`src/rtl/btn_press_decoder.sv`:
```
// btn_press_decoder: classifies active-low button presses into short, long and auto-repeat events
module btn_press_decoder #(
    parameter int LONG_CYCLES   = 8,
    parameter int REPEAT_CYCLES = 4,
    parameter bit REPEAT_EN     = 1'b1,
    parameter int CNT_W         = 8
) (
    input  logic       clk,
    input  logic       rst_n,
    input  logic       btn_ni,
    output logic       short_o,
    output logic       long_o,
    output logic       repeat_o,
    output logic       busy_o,
    output logic [7:0] press_count_o
);
    typedef enum logic [1:0] {IDLE, PRESS, HOLD} state_t;
    localparam logic [CNT_W-1:0] LONG_LAST = CNT_W'(LONG_CYCLES - 1);
    localparam logic [CNT_W-1:0] REP_LAST  = CNT_W'(REPEAT_CYCLES - 1);
    state_t           state;
    logic [CNT_W-1:0] cnt;
    // Press state machine with registered single-cycle event pulses
    always_ff @(posedge clk or negedge rst_n) begin
        if (!rst_n) begin
            state         <= IDLE;
            cnt           <= '0;
            short_o       <= 1'b0;
            long_o        <= 1'b0;
            repeat_o      <= 1'b0;
            busy_o        <= 1'b0;
            press_count_o <= '0;
        end else begin
            short_o  <= 1'b0;
            long_o   <= 1'b0;
            repeat_o <= 1'b0;
            case (state)
                IDLE: if (!btn_ni) begin
                    state  <= PRESS;
                    cnt    <= CNT_W'(1);
                    busy_o <= 1'b1;
                end
                PRESS: if (btn_ni) begin
                    state         <= IDLE;
                    cnt           <= '0;
                    short_o       <= 1'b1;
                    busy_o        <= 1'b0;
                    press_count_o <= press_count_o + 8'd1;
                end else if (cnt == LONG_LAST) begin
                    state         <= HOLD;
                    cnt           <= '0;
                    long_o        <= 1'b1;
                    press_count_o <= press_count_o + 8'd1;
                end else begin
                    cnt <= cnt + 1'b1;
                end
                HOLD: if (btn_ni) begin
                    state  <= IDLE;
                    cnt    <= '0;
                    busy_o <= 1'b0;
                end else if (cnt == REP_LAST) begin
                    cnt      <= '0;
                    repeat_o <= REPEAT_EN;
                end else begin
                    cnt <= cnt + 1'b1;
                end
                default: begin
                    state  <= IDLE;
                    cnt    <= '0;
                    busy_o <= 1'b0;
                end
            endcase
        end
    end
endmodule
```
`config.mk`:
```
export PLATFORM = sky130hd
export DESIGN_NAME = btn_press_decoder
export DESIGN_NICKNAME = d
export VERILOG_FILES = /design/src/rtl/btn_press_decoder.sv
export SDC_FILE = /design/constraint.sdc
export NUM_CORES = 1
export LEC_CHECK = 0
export ABC_AREA = 0
export CAP_MARGIN = 30
export CORE_MARGIN = 8
export CORE_UTILIZATION = 40
export CTS_CLUSTER_DIAMETER = 200
export DETAILED_ROUTE_END_ITERATION = 8
export GPL_TIMING_DRIVEN = 1
export PLACE_DENSITY_LB_ADDON = 0.3
export SLEW_MARGIN = 20
export SYNTH_ARGS = -nofsm -noshare
export SYNTH_HDL_FRONTEND = slang
export SYNTH_SLANG_ARGS = --single-unit
```
`constraint.sdc`:
```
create_clock -name clk -period 6.1 [get_ports clk]
set_clock_uncertainty 0.2 [all_clocks]
set_input_delay 0.61 -clock clk [delete_from_list [all_inputs] [get_ports clk]]
set_output_delay 0.61 -clock clk [all_outputs]
set_load 0.1 [all_outputs]
```
# Yosys cells after proc, flatten, opt, wreduce, memory -nomap -nowiden
# Index checks and enable logic that the tools add are counted.
[classes]
n_reduce_logical = 6
muxes = 24
n_eq_ne = 8
add_sub_neg = 2
[op_table]
columns = ["op", "count"]
rows = [
  ["two-way mux 8 bit", 7],
  ["one-hot mux 8 bit (3 select lines)", 1],
  ["adder 8 x 1 -> 8 bit, second input constant", 2],
  ["two-way mux 1 bit", 10],
  ["equality test 8 x 2 -> 1 bit, second input constant", 1],
  ["equality test 8 x 3 -> 1 bit, second input constant", 1],
  ["two-way mux 2 bit", 4],
  ["one-hot mux 2 bit (3 select lines)", 1],
  ["!= test 2 bit, second input constant", 2],
  ["AND reduction 2 bit", 2],
  ["!= test 3 bit, second input constant", 1],
  ["AND reduction 3 bit", 1],
  ["equality test 2 x 1 -> 1 bit, second input constant", 1],
  ["equality test 2 bit, second input constant", 1],
  ["zero test 2 bit", 1],
  ["!= test 2 x 1 -> 1 bit, second input constant", 1],
  ["one-hot mux 1 bit (2 select lines)", 1],
  ["nonzero test 2 bit", 1],
  ["OR reduction 2 bit", 1],
]
[word_totals]
output_inout_bits = 12
ff_bits = 22

# Logic depth before layout (Yosys ltp)
[logic_depth]
ltp_word = 4
depth_mapped = 7

# Least setup slack after synthesis
# Ideal clock, no wire load.
[synth_path]
kind = "flip-flop to flip-flop"
startpoint = "reg cnt[4]"
endpoint = "reg press_count_o[1]"
setup_slack_ps = 4082
required_time_ps = 5774
path_stages_with_launch = 4
t_arrival_ps = 1693
cell_sequence = "dfrtp_1 or4_4 o31ai_4 mux2_2"
[synth_between]
elab_chain_cells = 3
[synth_lines]
columns = ["element", "line_no", "source"]
rows = [
  ["start, declared", "21", "logic [CNT_W-1:0] cnt;"],
  ["start signal, assigned", "54", "cnt <= cnt + 1'b1;"],
  ["start signal, assigned", "64", "cnt <= cnt + 1'b1;"],
  ["equality test 8 x 3 -> 1 bit", "48", "end else if (cnt == LONG_LAST) begin"],
  ["nonzero test 2 bit (no line)", "--", ""],
  ["AND reduction 2 bit (no line)", "--", ""],
  ["end signal, assigned", "47", "press_count_o <= press_count_o + 8'd1;"],
  ["end signal, assigned", "52", "press_count_o <= press_count_o + 8'd1;"],
  ["end, declared", "15", "output logic [7:0] press_count_o"],
]
# Every way passes these cells.
# A chain may end at the register's enable or synchronous reset.

# Worst setup path in the final report
[layout_path]
startpoint = "reg press_count_o[0]"
endpoint = "out press_count_o[0]"
# No word-level cell between the ends.

==> summary.txt <==
Run status
  – Status: finished clean

Timing
  – Slew HR: between 30% and 40%
  – Final worst slack: 3.338 ns
  – Slew at the pin closest to its max-slew limit: 0.9746 ns
  – Max-slew violations: 0
  – Setup-failing EPs final: 0
  – Peak Freq: approximately 360 MHz
  – Min Tclk post-route: 2.762 ns
  – Hold Violations, Final: 0
  – Final setup TNS: 0 ns
  – RSZ-0062 raised after global routing: no
  – Period utilization: 45.28%
  – Hold WS: 0.03193 ns

Floorplanning
  – Die Width: 69.94 um
  – Die Y: 69.94 um
  – Total die area: between 4000 and 5000 um2
  – Core area: around 2800 um2
  – Starting Density: 42.20%
  – Row count: 19
  – IO Count: 15

Routing
  – DRT iter0 DRCs: 43
  – Routed wire length: 2185 um
  – WL/cell: 13.74 um
  – Residual DRC count: 0
  – Vias/cell: 5.403
  – DRT Pass-1 Iters: 4
  – Via count: ~860
  – Routed Antenna Nets: 0

Placement
  – DP HPWL: between 1500 and 2000 um
  – IO Port Bufs: 14
  – Placer Congestion: slightly above 0.8
  – DP Cell Count: 155
  – Dpl ws: 3.702 ns

CTS
  – Worst skew pair latency: around 0.31 ns
  – Post-CTS Hold Fix Bufs: 0
  – Post-cts resize count: 0
  – Reg clk slew, reported paths: ~0.13 ns
  – Clock tree buffer depth: 2
  – Root Buffer: clkbuf_4
  – Htree depth: 1
  – CTS buffer count: 3
  – Number of setup buffers added after CTS: 0
  – Clock tree sinks: 22
  – TritonCTS clock tree: built

Global route
  – Total overflow reported by the global router: 0
  – Initial antenna violation count: 0
  – First-pass GRT wire length: 3822 um
  – Total Routing Usage GR: 9.245%
  – Largest net degree at the start of global routing: 23
  – Vias in the first global route: a little over 800

Logic synthesis
  – Sequential share of the synthesized area: 47.31%
  – Number of synthesized flops with an enable pin: 0
  – Mapped cell area: between 1000 and 1500 um2
  – #FFs+latches synth: 22
  – Syn Nets: 123
  – Post-synth top area cell: dfrtp_1
  – Post-synth top area share: 47.31%
  – Distinct cells, synth: 30
  – Top post-synthesis cells by area: dfrtp_1, xnor2_1, ha_1, o21ai_0, nand2_1
  – Primary FF master, synth: dfrtp_1
  – Avg Cell Area, Syn: 10.21 um2
  – Ys Warns: 0
  – Syn Inst Count: 114
  – Synth async-reset ratio: 100.0%

Power and ir drop
  – VDD IR-drop max: around 0.00046 V
  – Power Density: 492.1 nW/um2
  – Tot Pwr: 674.8 uW
  – Static leakage: slightly below 0.6 nW

Setup path
  – RR Startpoint: cnt[4]$_DFFE_PN0P_
  – CP Cell Sequence: clkdlybuf4s50_1
  – Critical path data arrival time: 1.95 ns
  – Delay of the slowest critical-path stage: 1.17 ns
  – CP top delay family: buffers and inverters
  – CP Max Fanout: 6
  – CP endpoint kind: output port
  – Setup crit start kind: flop
  – Worst path required time: roughly 5.3 ns
  – CP Launch Point: press_count_o[0]$_DFFE_PN0P_
  – Worst path slowest cell: clkdlybuf4s50_1
  – Worst Path Buf+Inv: 1
  – CP Class: reg -> out

Min path
  – Hold Crit Class: in -> async

Cells and area
  – Area grow syn2layout: 17.85%
  – Most common cell after layout, fill and taps aside: dfrtp_1
  – Final std cells w/o fill: 159
  – Commonest non-fill, non-tap cells in the layout: dfrtp_1, clkdlybuf4s50_1, nand2_1, xnor2_1, o21ai_0
  – Layout cell share with drive strength beyond 1: 8.594%
  – # diodes: 0
  – Fin nets: roughly 140
  – Fillers: 258

Flow run
  – Max-cap viol count: 0
worst reg2reg max path, cell delays in order, from the launching register on:
cell and delay (ns):
dfrtp_1 0.48, or4_4 0.58, o31ai_4 0.41, mux2_2 0.39
path summary, 6_finish.rpt:
path / cells after the start / slack [ns] / to
max in group asynchronous: 1 / 5.32 / cnt[5]$_DFFE_PN0P_
hold / removal: 1 / 0.03 / long_o$_DFF_PN0_
setup / recovery: 1 / 3.34 / press_count_o[0]
hold reg to reg: 1 / 0.28 / press_count_o[7]$_DFFE_PN0P_
setup reg to reg: 3 / 3.96 / press_count_o[1]$_DFFE_PN0P_
min in group clk: 1 / 0.28 / press_count_o[7]$_DFFE_PN0P_
registers in the layout, indices dropped and copies added (netlist names):
name / cells
cnt: 8
press_count_o: 8
state: 2
busy_o: 1
long_o: 1
repeat_o: 1
short_o: 1
layout make-up:
type / instances / area (um2) / area share [%]
sequential: 22 / 550.5 / 40.15
timing repair buffer: 14 / 135.1 / 9.854
clock inverter: 1 / 30.03 / 2.190
clock buffer: 3 / 22.52 / 1.642
multi-input combinational: 82 / 571.8 / 41.70
tap: 31 / 38.79 / 2.828
inverter: 6 / 22.52 / 1.642
kinds of logic after synthesis:
group           count (synthesis)  share of synthesized area, %
flops                          22                         47.31
mux                             2                         1.828
simple gates                   40                         18.28
buf+inv                        10                         3.548
fa+ha+maj                       6                         6.451
compound gates                 23                         14.30
xor+xnor                       11                         8.280
through the flow:
stage          utilization, %  area, um2
6_report                49.73       1371
3_5_place_dp            48.00       1324
4_1_cts                 49.91       1376
2_1_floorplan               -       1164
5_1_grt                 49.73       1371
3_3_place_gp            48.00       1324
cell usage after synthesis, drive strengths merged (2+ instances only):
cell	instances
a21oi	6
and2	2
and3	3
clkbuf	3
dfrtp	22
ha	6
inv	6
nand2	9
nand2b	3
nand3	6
nand4	5
nor2	4
nor3	5
o21ai	7
o22ai	3
o31a	2
xnor2	9
xor2	2
layer usage:
layer | part of all wire [%] | wire length (um) | vias up | GRT usage (%)
met5 | 0 | 0 | - | 0
met4 | 0.64 | 14 | 0 | 1.786
met3 | 5.4 | 117 | 2 | 4.379
met2 | 46 | 1007 | 16 | 14.11
met1 | 48 | 1044 | 408 | 11.63
li1 | - | - | 433 | -
report_power, final:
part	internal [mW]	switching, mW	total, mW
clock network	0.0664	0.0446	0.111
registers	0.180	0.0380	0.218
logic	0.0930	0.253	0.346
total	0.339	0.336	0.675
Power figures use the tool's default switching activity.
